==> src/rtl/sprite_rom_arbiter.sv <==
`default_nettype none
// ============================================================================
// Module   : sprite_rom_arbiter
// Brief    : Round-robin sharing of one sprite ROM among NUM_REQ requesters,
//            with a tagged pipeline returning each read to its requester.
//            Define SPRITE_ARB_PRIO0_EN to give requester 0 strict priority.
// Revision : 1.0 - initial release
// ============================================================================
module sprite_rom_arbiter #(
    parameter int NUM_REQ = 4,
    parameter int ADDR_W  = 12,
    parameter int DATA_W  = 2,
    parameter int ROM_LAT = 1
) (
    input  logic                        vga_clk,
    input  logic                        reset,
    input  logic [NUM_REQ-1:0]          req,
    input  logic [NUM_REQ*ADDR_W-1:0]   req_addr,
    output logic [NUM_REQ-1:0]          gnt,
    output logic [ADDR_W-1:0]           rom_addr,
    input  logic [DATA_W-1:0]           rom_q,
    output logic                        rsp_valid,
    output logic [$clog2(NUM_REQ)-1:0]  rsp_id,
    output logic [DATA_W-1:0]           rsp_data
);

    localparam int                c_id_w    = $clog2(NUM_REQ);
    localparam logic [c_id_w-1:0] c_last_id = c_id_w'(NUM_REQ - 1);

    logic [c_id_w-1:0]              r_ptr;
    logic [ADDR_W-1:0]              r_rom_addr;
    logic [DATA_W-1:0]              r_rsp_data;
    logic [ROM_LAT:0]               r_tag_v;
    logic [ROM_LAT:0][c_id_w-1:0]   r_tag_id;

    logic                           w_found;
    logic                           w_grant;
    logic [c_id_w-1:0]              w_idx;
    logic [c_id_w-1:0]              w_ptr_nxt;
    logic [ADDR_W-1:0]              w_sel_addr;

    // Two ascending passes (pointer..top, then 0..pointer-1) give the
    // circular search without a modulo.
    always_comb begin
        w_found = 1'b0;
        w_idx   = '0;
        for (int i = 0; i < NUM_REQ; i++) begin
            if (!w_found && req[i] && (c_id_w'(i) >= r_ptr)) begin
                w_found = 1'b1;
                w_idx   = c_id_w'(i);
            end
        end
        for (int i = 0; i < NUM_REQ; i++) begin
            if (!w_found && req[i] && (c_id_w'(i) < r_ptr)) begin
                w_found = 1'b1;
                w_idx   = c_id_w'(i);
            end
        end
`ifdef SPRITE_ARB_PRIO0_EN
        if (req[0]) begin
            w_found = 1'b1;
            w_idx   = '0;
        end
`endif
    end

    assign w_grant = w_found && !reset;

    generate
        for (genvar g = 0; g < NUM_REQ; g++) begin : g_gnt
            assign gnt[g] = w_grant && (w_idx == c_id_w'(g));
        end
    endgenerate

    always_comb begin
        w_sel_addr = '0;
        for (int i = 0; i < NUM_REQ; i++) begin
            if (w_idx == c_id_w'(i)) begin
                w_sel_addr = req_addr[i*ADDR_W +: ADDR_W];
            end
        end
    end

    always_comb begin
        w_ptr_nxt = r_ptr;
        if (w_grant) begin
            w_ptr_nxt = (w_idx == c_last_id) ? '0 : w_idx + 1'b1;
        end
`ifdef SPRITE_ARB_PRIO0_EN
        // Scanout grants never disturb the round-robin order of the others.
        if (req[0]) begin
            w_ptr_nxt = r_ptr;
        end
`endif
    end

    always_ff @(posedge vga_clk) begin
        if (reset) begin
            r_ptr      <= '0;
            r_rom_addr <= '0;
        end else begin
            r_ptr <= w_ptr_nxt;
            if (w_grant) begin
                r_rom_addr <= w_sel_addr;
            end
        end
    end

    // Stage 0 travels alongside rom_addr; stage ROM_LAT is the response.
    always_ff @(posedge vga_clk) begin
        if (reset) begin
            r_tag_v  <= '0;
            r_tag_id <= '0;
        end else begin
            r_tag_v[0]  <= w_grant;
            r_tag_id[0] <= w_idx;
            for (int s = 1; s <= ROM_LAT; s++) begin
                r_tag_v[s]  <= r_tag_v[s-1];
                r_tag_id[s] <= r_tag_id[s-1];
            end
        end
    end

    always_ff @(posedge vga_clk) begin
        if (reset) begin
            r_rsp_data <= '0;
        end else if (r_tag_v[ROM_LAT-1]) begin
            r_rsp_data <= rom_q;
        end
    end

    assign rom_addr  = r_rom_addr;
    assign rsp_valid = r_tag_v[ROM_LAT];
    assign rsp_id    = r_tag_id[ROM_LAT];
    assign rsp_data  = r_rsp_data;

endmodule
`default_nettype wire
==> config.mk <==
export PLATFORM = sky130hd
export DESIGN_NAME = sprite_rom_arbiter
export DESIGN_NICKNAME = d
export VERILOG_FILES = /design/src/rtl/sprite_rom_arbiter.sv
export SDC_FILE = /design/constraint.sdc
export NUM_CORES = 1
export LEC_CHECK = 0
export BUFFER_PORTS_ARGS = -buffer_cell sky130_fd_sc_hd__buf_4
export CORE_ASPECT_RATIO = 0.9
export CORE_MARGIN = 3
export CORE_UTILIZATION = 48
export DETAILED_ROUTE_END_ITERATION = 8
export PLACE_DENSITY = 0.84
export SLEW_MARGIN = 30
export SYNTH_ARGS = -nofsm -noshare
export SYNTH_HDL_FRONTEND = slang
export SYNTH_SLANG_ARGS = --single-unit
==> constraint.sdc <==
create_clock -name vga_clk -period 7.2 [get_ports vga_clk]
set_clock_uncertainty 0.15 [all_clocks]
set_input_delay 1.44 -clock vga_clk [delete_from_list [all_inputs] [get_ports vga_clk]]
set_output_delay 1.44 -clock vga_clk [all_outputs]
set_load 0.05 [all_outputs]
==> flow_summary.yaml <==
layout:
  n_antenna_cell: 0
  multi_input_area_um2: 818
  fill_cells: 202
  stdcell_area_um2: 1950
  fin_cells: 262
  register_area_um2: 440
  nNetsFinal: 286
  syn2layout_area_growth_pct: 38.8
  layout-drive-gt1-share_pct: 41.5
  layout_commonest_cell: "buf_4"
  fin_util_pct: 74.5
  mostFrequentLayoutCells: "buf_4 (76), dfxtp_1 (22), nor2_1 (17)"
synth:
  synth_nets: 221
  syn_area_um2: 1400
  synth_area_leaders: "dfxtp_1 (31%), a311oi_2 (13%), a221o_1 (8.6%)"
  yosys_warnings: 0
  synthArstFlopShare_pct: 0
  postSynthCellCount: 161
  yosys.area.top_type: "dfxtp_1"
  synthFlopType: "dfxtp_1"
  seq_area_frac_synth_pct: 31.4
  yosysTopAreaCellShare_pct: 31.4
  synth_edf_count: 0
  syn_avg_cell_area_um2: 8.72
  synth_cell_type_count: 30
  ys_seq_elements: 22
timing:
  fin_setup_tns_ns: 0
  setup_violations: 0
  fin_ws_ns: 2.21
  slew_headroom_pct: 44.4
  worst_pin_slew_ns: 0.834
  rsz0062_at_grt: "no"
  timing.fmax_mhz: 200
  post-route-period-util_pct: 69.4
  holdWs_ns: 0.296
  drv_slew: 0
  post-route-min-period_ns: 4.99
  hold_viol_final: 0
clock_network:
  post_cts_buffers: 0
  clkSlewWorstSetupHoldPaths_ns: 0.11
  cts_tree: "built"
  cts_max_path_buffers: 2
  cts_buffers: 3
  cts_hold_buf: 0
  insertion_delay_ns: 0.29
  clock_sinks: 22
  htree_levels: 1
  post_cts_resized: 0
  cts_root_buf: "clkbuf_4"
floorplanning:
  die_y_um: 57.3
  fp.dieArea_um2: 3610
  row_count: 17
  initial_core_util_pct: 53.7
  io_pins: 77
  die_x_um: 63.0
  core-area_um2: 2620
worst_setup_path:
  reg2reg_to: "rom_addr[1]$_SDFFE_PP0P_"
  crit_path_start: "req[0]"
  critical_path.max_fanout: 25
  crit_required_ns: 5.61
  crit_path_end: "gnt[3]"
  critPathLaunchType: "input pin"
  endpoint_kind: "output port"
  crit_type: "in2out"
  rrSetupSlack_ns: 4.59
  cp.arrival_ns: 3.40
  worstRegToRegCells: 7
  reg2reg_from: "r_ptr[1]$_SDFFE_PP0P_"
detailed_routing:
  dr.first_iter.drc_count: 53
  drc: 0
  ant_nets: 0
  wire_per_inst_um: 14.0
  firstDrtPassIters: 4
  routed_wl_um: 3660
  vias: 1380
  routed_via_density: 5.27
place:
  dpl_worst_slack_ns: 2.20
  gp_congestion: 0.788
  place_inst: 259
  place_area_um2: 1930
  io_buffer_count: 76
  hpwl_um: 2870
global_routing:
  grt_pass1_wl_um: 5780
  grtUsageTotal_pct: 20.0
  grt_max_degree: 27
  grt_pass1_vias: 1221
  grt-ovfl-total: 0
  grt_antenna_before_repair: 0
status:
  outcome: "finished clean"
pwr:
  total_power_uw: 497
  ir_drop_uv: 125
  p_leak_nw: 0.922
  powerDensity_nw_per_um2: 255
flow_run:
  maxCapViolations: 0
worst_hold_path:
  hold_path.class: "reg2reg"
synth_stat cells, drive strengths merged, types with 3 or more instances:
| cell type | instances |
|---|---|
| ha | 4 |
| and2 | 4 |
| inv | 13 |
| nor2 | 17 |
| nor2b | 6 |
| a221o | 12 |
| nand3b | 13 |
| nand2 | 13 |
| buf | 12 |
| a311oi | 12 |
| a21oi | 14 |
| mux2i | 3 |
| clkbuf | 4 |
| dfxtp | 22 |
cell families (layout without fill, tap and decap cells):
family | after synthesis | in the layout | share of synthesized area (%)
adder cells (fa/ha/maj) | 4 | 4 | 3.57
AND/OR/NAND/NOR | 62 | 62 | 24.9
multiplexers | 3 | 3 | 2.14
flip-flops | 22 | 22 | 31.4
buffers and inverters | 29 | 92 | 10.3
AO/OA/AOI/OAI | 41 | 41 | 27.7
cell type report:
class                   count  share of cell area, %
flip-flops and latches     22                   22.6
multi-input cells         110                   42.0
well taps                  38                   2.44
clock buffers               3                   1.16
repair buffers             76                   29.3
inverters                  13                   2.50
layer usage:
metal	routed length, um	part of all wire (%)	global-route usage (%)
met3	259	7.1	2.95
met2	1790	49	33.1
met1	1550	42	26.1
met4	60	1.6	8.49
met5	0	0	0
power breakdown:
group / total [mW] / switching, mW / internal, mW
logic: 0.285 / 0.168 / 0.117
clock network: 0.0540 / 0.0345 / 0.0195
registers: 0.158 / 0.0128 / 0.145
worst max-delay path, cell delays in order:
cell	delay, ns
buf_4	0.12
nor2b_1	0.12
o21ai_0	0.31
and3b_1	0.26
ha_1	0.72
and2_1	0.23
buf_4	0.20
worst min path at each step:
stage / slack [ns] / endpoint / startpoint / cells after the start
6_report: 0.30 / rsp_id[1]$_SDFF_PP0_ / r_tag_id[1]$_SDFF_PP0_ / 1
5_1_grt: 0.31 / rsp_id[1]$_SDFF_PP0_ / r_tag_id[1]$_SDFF_PP0_ / 1
4_1_cts: 0.30 / rsp_id[1]$_SDFF_PP0_ / r_tag_id[1]$_SDFF_PP0_ / 1
3_5_place_dp: 0.27 / rsp_id[1]$_SDFF_PP0_ / r_tag_id[1]$_SDFF_PP0_ / 1
3_3_place_gp: 0.27 / rsp_id[1]$_SDFF_PP0_ / r_tag_id[1]$_SDFF_PP0_ / 1
2_1_floorplan: 0.26 / rsp_id[0]$_SDFF_PP0_ / r_tag_id[0]$_SDFF_PP0_ / 1
flip-flops by register name, summed over array words and instances (netlist names):
name      cells
rsp_data      2
r_tag_id      2
rsp_id        2
r_tag_v       2
rom_addr     12
r_ptr         2
Note: power is estimated with default switching activity, not from simulation.
